## src/rtl/simplerisc_pkg.sv

```systemverilog
// Shared SimpleRISC definitions: opcodes, the NOP encoding, pipe FSM states
// and operand-usage helpers used by the load-use interlock.
package simplerisc_pkg;

    localparam logic [4:0] OP_ADD  = 5'b00000;
    localparam logic [4:0] OP_SUB  = 5'b00001;
    localparam logic [4:0] OP_MUL  = 5'b00010;
    localparam logic [4:0] OP_DIV  = 5'b00011;
    localparam logic [4:0] OP_MOD  = 5'b00100;
    localparam logic [4:0] OP_CMP  = 5'b00101;
    localparam logic [4:0] OP_AND  = 5'b00110;
    localparam logic [4:0] OP_OR   = 5'b00111;
    localparam logic [4:0] OP_NOT  = 5'b01000;
    localparam logic [4:0] OP_MOV  = 5'b01001;
    localparam logic [4:0] OP_LSL  = 5'b01010;
    localparam logic [4:0] OP_LSR  = 5'b01011;
    localparam logic [4:0] OP_ASR  = 5'b01100;
    localparam logic [4:0] OP_NOP  = 5'b01101;
    localparam logic [4:0] OP_LD   = 5'b01110;
    localparam logic [4:0] OP_ST   = 5'b01111;
    localparam logic [4:0] OP_BEQ  = 5'b10000;
    localparam logic [4:0] OP_BGT  = 5'b10001;
    localparam logic [4:0] OP_B    = 5'b10010;
    localparam logic [4:0] OP_CALL = 5'b10011;
    localparam logic [4:0] OP_RET  = 5'b10100;

    localparam logic [31:0] NOP_INSN = 32'h6800_0000;
    localparam logic [3:0]  RA_REG   = 4'd15;

    typedef enum logic {
        ST_RUN   = 1'b0,
        ST_STALL = 1'b1
    } pipe_state_t;

    function automatic logic reads_rs1(input logic [4:0] op);
        return !(op == OP_NOP || op == OP_B || op == OP_CALL ||
                 op == OP_RET || op == OP_MOV || op == OP_NOT);
    endfunction

    // Register-form ALU ops (add..asr, including cmp/not/mov) take rs2.
    function automatic logic reads_rs2(input logic [4:0] op, input logic imm);
        return !imm && (op <= OP_ASR);
    endfunction

    function automatic logic reads_rd(input logic [4:0] op);
        return op == OP_ST;
    endfunction

endpackage

```

## src/rtl/of_ex_pipe_reg_load_use_detect.sv

```systemverilog
// Combinational load-use detector: a valid load in EX whose destination is
// read as a source by the instruction currently in OF.
module load_use_detect
    import simplerisc_pkg::*;
(
    input  logic       valid_e,
    input  logic [4:0] op_e,
    input  logic [3:0] rd_e,
    input  logic [4:0] op_of,
    input  logic       imm_of,
    input  logic [3:0] rd_of,
    input  logic [3:0] rs1_of,
    input  logic [3:0] rs2_of,
    output logic       lu
);

    logic src_hit;

    always_comb begin
        src_hit = 1'b0;
        if (reads_rs1(op_of) && rs1_of == rd_e)
            src_hit = 1'b1;
        if (reads_rs2(op_of, imm_of) && rs2_of == rd_e)
            src_hit = 1'b1;
        if (reads_rd(op_of) && rd_of == rd_e)
            src_hit = 1'b1;
        // ret implicitly reads the return-address register
        if (op_of == OP_RET && rd_e == RA_REG)
            src_hit = 1'b1;
        lu = valid_e && (op_e == OP_LD) && src_hit;
    end

endmodule

```

## src/rtl/of_ex_pipe_reg.sv

```systemverilog
// OF->EX pipeline latch with a one-bubble load-use interlock, branch flush
// and a saturating stall-cycle counter.
module of_ex_pipe_reg
    import simplerisc_pkg::*;
#(
    parameter int DATA_W = 32,
    parameter int CTRL_W = 22,
    parameter int CNT_W  = 16
) (
    input  logic              clk,
    input  logic              rst,
    input  logic [31:0]       instruction_of,
    input  logic [DATA_W-1:0] pc_of,
    input  logic [DATA_W-1:0] op1_of,
    input  logic [DATA_W-1:0] op2_of,
    input  logic [DATA_W-1:0] immx_of,
    input  logic [CTRL_W-1:0] ctrl_of,
    input  logic              isBranchTaken,
    output logic [31:0]       instruction_e,
    output logic [DATA_W-1:0] pc_e,
    output logic [DATA_W-1:0] op1_e,
    output logic [DATA_W-1:0] op2_e,
    output logic [DATA_W-1:0] immx_e,
    output logic [CTRL_W-1:0] ctrl_e,
    output logic              valid_e,
    output logic              stall_if,
    output logic [CNT_W-1:0]  stall_count,
    output pipe_state_t       fsm_state
);

    logic lu;

    load_use_detect u_lu (
        .valid_e (valid_e),
        .op_e    (instruction_e[31:27]),
        .rd_e    (instruction_e[25:22]),
        .op_of   (instruction_of[31:27]),
        .imm_of  (instruction_of[26]),
        .rd_of   (instruction_of[25:22]),
        .rs1_of  (instruction_of[21:18]),
        .rs2_of  (instruction_of[17:14]),
        .lu      (lu)
    );

    // A flush wins over the interlock: the consumer is squashed anyway.
    assign stall_if = !rst && (fsm_state == ST_RUN) && lu && !isBranchTaken;

    always_ff @(posedge clk) begin
        if (rst) begin
            fsm_state     <= ST_RUN;
            instruction_e <= NOP_INSN;
            pc_e          <= '0;
            op1_e         <= '0;
            op2_e         <= '0;
            immx_e        <= '0;
            ctrl_e        <= '0;
            valid_e       <= 1'b0;
            stall_count   <= '0;
        end else begin
            case (fsm_state)
                ST_RUN:   fsm_state <= stall_if ? ST_STALL : ST_RUN;
                ST_STALL: fsm_state <= ST_RUN;
                default:  fsm_state <= ST_RUN;
            endcase

            if (isBranchTaken || stall_if) begin
                // Bubble: data fields keep stale values, only identity is cleared.
                instruction_e <= NOP_INSN;
                ctrl_e        <= '0;
                valid_e       <= 1'b0;
            end else begin
                instruction_e <= instruction_of;
                pc_e          <= pc_of;
                op1_e         <= op1_of;
                op2_e         <= op2_of;
                immx_e        <= immx_of;
                ctrl_e        <= ctrl_of;
                valid_e       <= 1'b1;
            end

            if (stall_if && stall_count != {CNT_W{1'b1}})
                stall_count <= stall_count + CNT_W'(1);
        end
    end

endmodule

```

## config.mk

```make
export PLATFORM = sky130hd
export DESIGN_NAME = of_ex_pipe_reg
export DESIGN_NICKNAME = d
export VERILOG_FILES = /design/src/rtl/simplerisc_pkg.sv /design/src/rtl/of_ex_pipe_reg_load_use_detect.sv /design/src/rtl/of_ex_pipe_reg.sv
export SDC_FILE = /design/constraint.sdc
export NUM_CORES = 1
export LEC_CHECK = 0
export CAP_MARGIN = 20
export CORE_AREA = 2 2 151 153
export DETAILED_ROUTE_END_ITERATION = 6
export DIE_AREA = 0 0 153 155
export PLACE_DENSITY = 0.79
export SLEW_MARGIN = 10
export SYNTH_ARGS = -nofsm -noshare
export SYNTH_HDL_FRONTEND = slang
export SYNTH_SLANG_ARGS = --single-unit
```

## constraint.sdc

```tcl
create_clock -name clk -period 3.78 [get_ports clk]
set_input_delay 0.756 -clock clk [delete_from_list [all_inputs] [get_ports clk]]
set_output_delay 0.756 -clock clk [all_outputs]
set_load 0.01 [all_outputs]
```

==> results of run 1 <==
-- state kept, by name (all words and copies together) (netlist names) --
name and flops:
pc_e 32, stall_count 16, instruction_e 32, valid_e 1
immx_e 32, ctrl_e 22, op2_e 32, fsm_state 1
op1_e 32
-- cell usage after synthesis, drive strengths merged, types with 3 or more instances --
| library cell | instances |
|---|---|
| nand3b | 128 |
| nand2b | 7 |
| dfxtp | 200 |
| nand4 | 7 |
| or4 | 5 |
| nor4 | 5 |
| nand3 | 9 |
| inv | 4 |
| and2 | 52 |
| o21ai | 135 |
| nor3 | 3 |
| or3 | 5 |
| xor2 | 10 |
| a21oi | 139 |
| clkbuf | 62 |
| o31ai | 3 |
| nand2 | 7 |
| mux2 | 4 |
| nor2b | 5 |
| buf | 19 |
| nor2 | 10 |
| a31o | 3 |
-- cells by family after synthesis --
group / Yosys count / share of synthesized area
AOI/OAI and AO/OA: 287 / 0.193
xor gates and xnor gates: 12 / 0.0137
adders and majority gates: 1 / 0.00163
buffers and inverters: 85 / 0.0441
DFF: 200 / 0.521
muxes: 5 / 0.00716
and+or+nand+nor: 248 / 0.220
-- area by class of cell --
cell class,count,area (sq um),share of cell area
flip-flops and latches,200,4000,0.323
inverters,4,15.0,0.00121
well taps,285,357,0.0288
multi-input cells,553,3370,0.272
repair buffers,405,4020,0.325
clock buffers,18,439,0.0355
clock inverters,14,178,0.0143
-- stage by stage --
stage	hold WS [ns]	setup TNS, ns	util	cell area [sq um]
2_1_floorplan	0.498	0	-	7690
3_3_place_gp	0.459	-0.235	0.529	11800
3_5_place_dp	0.465	-0.227	0.529	11800
4_1_cts	0.476	0	0.557	12400
5_1_grt	0.488	0	0.557	12400
6_report	0.474	0	0.557	12400
-- worst max-delay path: stages --
cell	delay (ns)
clkdlybuf4s50_1	0.41
or2_1	0.24
a311o_1	0.37
or4_4	0.54
a311oi_1	0.28
dlygate4sd1_1	0.34
-- worst paths after layout --
| check | depth (start not counted) | slack (ns) | to | startpoint |
|---|---|---|---|---|
| min reg2reg | 2 | 0.47 | op1_e[6]$_SDFFE_PP0N_ | op1_e[6]$_SDFFE_PP0N_ |
| min | 2 | 0.47 | op1_e[6]$_SDFFE_PP0N_ | op1_e[6]$_SDFFE_PP0N_ |
| max reg2reg | 7 | 1.30 | stall_count[13]$_SDFFE_PP0P_ | stall_count[0]$_SDFFE_PP0P_ |
| max | 6 | 0.09 | stall_if | instruction_of[28] |
-- layer usage --
layer	up-vias	GRT usage
met5	-	0
met4	0	0.0829
met3	52	0.0643
met2	285	0.320
met1	3419	0.221
li1	3643	-
-- power by group through the flow --
stage | combinational, mW | clock, mW | sequential (mW)
after floorplan | 0.188 | 0 | 2.34
after global placement | 0.665 | 0 | 2.29
after detailed placement | 0.675 | 0 | 2.29
after CTS | 0.678 | 1.92 | 2.24
after global routing | 0.723 | 2.00 | 2.26
final | 0.673 | 1.86 | 2.24
-- what timing repair did --
action                                  CTS  global route
gates cloned                              0             0
endpoints found under the setup margin    1             1
gates resized for setup                   1             2
pin swaps                                 0             0
==> results.toml, run 1 <==
[outcome]
status = "complete, no violations"

[floorplan]
pin_count = 386
dieWidth_um = 153
rows = 55
die-area_sq_um = 23700
core_sq_um = 22200
die_h_um = 155
start_util = 0.346

[sta]
maxSlewHeadroom = 0.391
final-hold-violation-count = 0
fin_worst_skew_ns = 0.0159
timing.final.crit_share = 0.976
rsz0062_at_grt = "false"
finalMaxSlewViolations = 0
tightest_slew_ns = 0.913
min_period_ns = 3.69
clock.fmax_ghz = 0.271
setup_violations = 0
timing.final.ws_setup_ns = 0.0901

[layout]
final_cell_mix = "382 x clkdlybuf4s50_1, 200 x dfxtp_1, 139 x a21oi_1"
fill_cells = 2011
final-instance-count-excl-fill = 1479
num-nets-final = 1367
drive_gt1_frac = 0.0536
synthToLayoutAreaGrowth_pct = 61.0
n_antenna_cell = 0
layout_commonest_cell = "clkdlybuf4s50_1"

[worst_hold_path]
hold_class = "flip-flop to flip-flop"

[power]
peakVddDrop_v = 0.000251
power_mw = 4.78
comb_power_share = 0.141
internal_power_mw = 3.59
switching_share = 0.249
power.switching_mw = 1.19
power_frac_seq = 0.469
p_per_area_nw_per_um2 = 386
leakagePower_nw = 4.36
clock_power_share = 0.390

[drt]
top_layer = "met4"
vias = 7399
wire_per_inst_um = 16.1
first_pass_iters = 4
wl_met1_mm = 9.74
dr_wl_met2_mm = 11.5
drc = 0
wl_met3_mm = 1.83
ant_nets = 0
routed_wl_mm = 23.8
first_iter_violations = 462
viasPerCell = 5.00

[clock_network]
cts_setup_buffers = 0
cts_tree = "built"
holdBufCountCts = 0
cts_max_level = 4
clk_latency_ns = 0.43
root_buffer = "clkbuf_16"
clock_sinks = 200
numCtsBuffers = 17
clk_pin_slew_ns = 0.08
clk_path_buf_depth = 2

[yosys]
yosys_warnings = 0
avgSynthCellArea_sq_um = 9.18
synth_edf_count = 0
synthCells = 838
synth_top_flop_cell = "dfxtp_1"
synth_nets = 1024
yosys-top-cells-area = "dfxtp_1 52%, nand3b_1 12%, a21oi_1 9.0%, o21ai_0 8.7%, and2_1 4.2%"
async_reset_ff_frac = 0
ys_seq_area_frac = 0.521
yosysTopAreaCell = "dfxtp_1"
synth_area_sq_um = 7690
synth_seq_cells = 200
synth_cell_types = 42
synth_top_area_share = 0.521

[worst_setup_path]
critPathRequiredTime_ns = 3.02
critPathKind = "input pin to output pin"
cp.arrival_ns = 2.93
cp-start-kind = "input pin"
path_max_fanout = 2
cp-end-kind = "output pin"

[global_route]
grt_pass1_vias = 6980
grt_first_pass_wirelength_mm = 36.4
grt_overflow = 0
antenna_found_initial = 0
grt_start_max_net_pins = 103
track_usage = 0.190

[placed_design]
io_buffer_count = 385
detailed_place_hpwl_mm = 16.5
dpl.cell_count = 1447
place.gp.congestion = 0.792
dp_slack_ns = -0.227

[flow_run]
maxCapViolCount = 0
No activity file was read; power rests on OpenSTA's default activity.
==> run 2: changes to the inputs <==
==> constraint.sdc (replaced) <==
create_clock -name clk -period 3.78 [get_ports clk]
set_input_delay 0.756 -clock clk [delete_from_list [all_inputs] [get_ports clk]]
set_output_delay 0.756 -clock clk [all_outputs]
set_load 0.005 [all_outputs]
==> results.toml, run 2 (same netlist as run 1, synthesis figures left out) <==
[outcome]
status = "complete, no violations"

[worst_setup_path]
reg2reg_depth = 8
path_max_fanout = 2
critPathKind = "input pin to output pin"
cp-end-kind = "output pin"
critPathCapture = "stall_if"
cp.arrival_ns = 2.93
r2r_slack_ns = 1.29
regToRegStartpoint = "instruction_e[24]$_SDFF_PP0_"
cp-startpoint = "instruction_of[28]"
cp-start-kind = "input pin"
critPathRequiredTime_ns = 3.02
r2r_end = "immx_e[3]$_SDFFE_PP0N_"

[sta]
fin_worst_skew_ns = 0.0135
clock.fmax_ghz = 0.271
tightest_slew_ns = 0.937
timing.final.ws_setup_ns = 0.0966
final-hold-violation-count = 0
rsz0062_at_grt = "false"
timing.final.crit_share = 0.974
maxSlewHeadroom = 0.375
holdWs_ns = 0.474
finalMaxSlewViolations = 0
min_period_ns = 3.68
setup_violations = 0

[layout]
n_antenna_cell = 0
synthToLayoutAreaGrowth_pct = 61.1
final_cell_mix = "382 x clkdlybuf4s50_1, 200 x dfxtp_1, 139 x a21oi_1"
drive_gt1_frac = 0.0544
num-nets-final = 1368
layout_commonest_cell = "clkdlybuf4s50_1"

[drt]
first_iter_violations = 446
ant_nets = 0
wire_per_inst_um = 16.1
viasPerCell = 4.97
first_pass_iters = 4
vias = 7356
routed_wl_mm = 23.8
drc = 0

[global_route]
track_usage = 0.191
antenna_found_initial = 0
grt_overflow = 0
grt_first_pass_wirelength_mm = 36.8
grt_pass1_vias = 7145
grt_start_max_net_pins = 132

[clock_network]
clock_sinks = 200
root_buffer = "clkbuf_16"
clk_latency_ns = 0.43
cts_setup_buffers = 0
numCtsBuffers = 17
clk_path_buf_depth = 2
cts_tree = "built"
cts_max_level = 4
clk_pin_slew_ns = 0.07
holdBufCountCts = 0

[worst_hold_path]
hold_class = "flip-flop to flip-flop"

[power]
clock_power_share = 0.393
comb_power_share = 0.134
switching_share = 0.243
leakagePower_nw = 4.36
peakVddDrop_v = 0.000244
power_frac_seq = 0.473
p_per_area_nw_per_um2 = 383
power.switching_mw = 1.15
internal_power_mw = 3.59

[floorplan]
die_h_um = 155
dieWidth_um = 153
rows = 55
die-area_sq_um = 23700
core_sq_um = 22200
pin_count = 386
start_util = 0.346

[placed_design]
detailed_place_hpwl_mm = 16.5
io_buffer_count = 385
dp_slack_ns = -0.205
place.gp.congestion = 0.797

[flow_run]
maxCapViolCount = 0
[run 2: worst max-delay path, stage by stage]
cell and delay [ns]:
clkdlybuf4s50_1 0.41, or2_1 0.24, a311o_1 0.38, or4_4 0.54
a311oi_1 0.28, dlygate4sd2_1 0.32
[run 2: worst min path at each step]
stage	start	end	depth (start not counted)
final	op2_e[7]$_SDFFE_PP0N_	op2_e[7]$_SDFFE_PP0N_	2
after CTS	op2_e[7]$_SDFFE_PP0N_	op2_e[7]$_SDFFE_PP0N_	2
after global routing	immx_e[17]$_SDFFE_PP0N_	immx_e[17]$_SDFFE_PP0N_	2
after floorplan	immx_e[0]$_SDFFE_PP0N_	immx_e[0]$_SDFFE_PP0N_	2
after detailed placement	op2_e[18]$_SDFFE_PP0N_	op2_e[18]$_SDFFE_PP0N_	2
after global placement	pc_e[4]$_SDFFE_PP0N_	pc_e[4]$_SDFFE_PP0N_	2
[run 2: metrics by stage]
stage          power, mW  std cells  TNS, ns  cell area (sq um)   util
2_1_floorplan       2.49        838        0               7690      -
3_3_place_gp        2.92       1448   -0.197              11800  0.530
3_5_place_dp        2.93       1448   -0.205              11800  0.530
4_1_cts             4.81       1480        0              12400  0.557
5_1_grt             4.96       1480        0              12400  0.557
6_report            4.75       1480        0              12400  0.557
[run 2: power by group through the flow]
| stage | sequential (mW) | clock, mW | combinational, mW |
|---|---|---|---|
| 2_1_floorplan | 2.30 | 0 | 0.188 |
| 3_3_place_gp | 2.29 | 0 | 0.629 |
| 3_5_place_dp | 2.30 | 0 | 0.637 |
| 4_1_cts | 2.25 | 1.93 | 0.641 |
| 5_1_grt | 2.26 | 2.01 | 0.686 |
| 6_report | 2.24 | 1.87 | 0.635 |
[run 2: area by class of cell]
| cell class | count | area [sq um] |
|---|---|---|
| Sequential cell | 200 | 4000 |
| Clock buffer | 18 | 439 |
| Inverter | 4 | 15.0 |
| Tap cell | 285 | 357 |
| Fill cell | 1940 | 9840 |
| Clock inverter | 14 | 175 |
| Timing Repair Buffer | 406 | 4030 |
| Multi-Input combinational cell | 553 | 3370 |
[run 2: what timing repair did]
item | 4_1_cts | 5_1_grt
setup endpoints to repair | 1 | 0
gates resized for setup | 1 | 0
endpoints found under the hold margin | 0 | 0
[run 2: routing by layer]
metal  track usage  up-vias  part of all wire
met1         0.220     3401              0.41
li1              -     3648                 -
met2         0.332      269              0.49
met3        0.0582       38             0.072
met5             0        -                 0
met4        0.0772        0             0.026
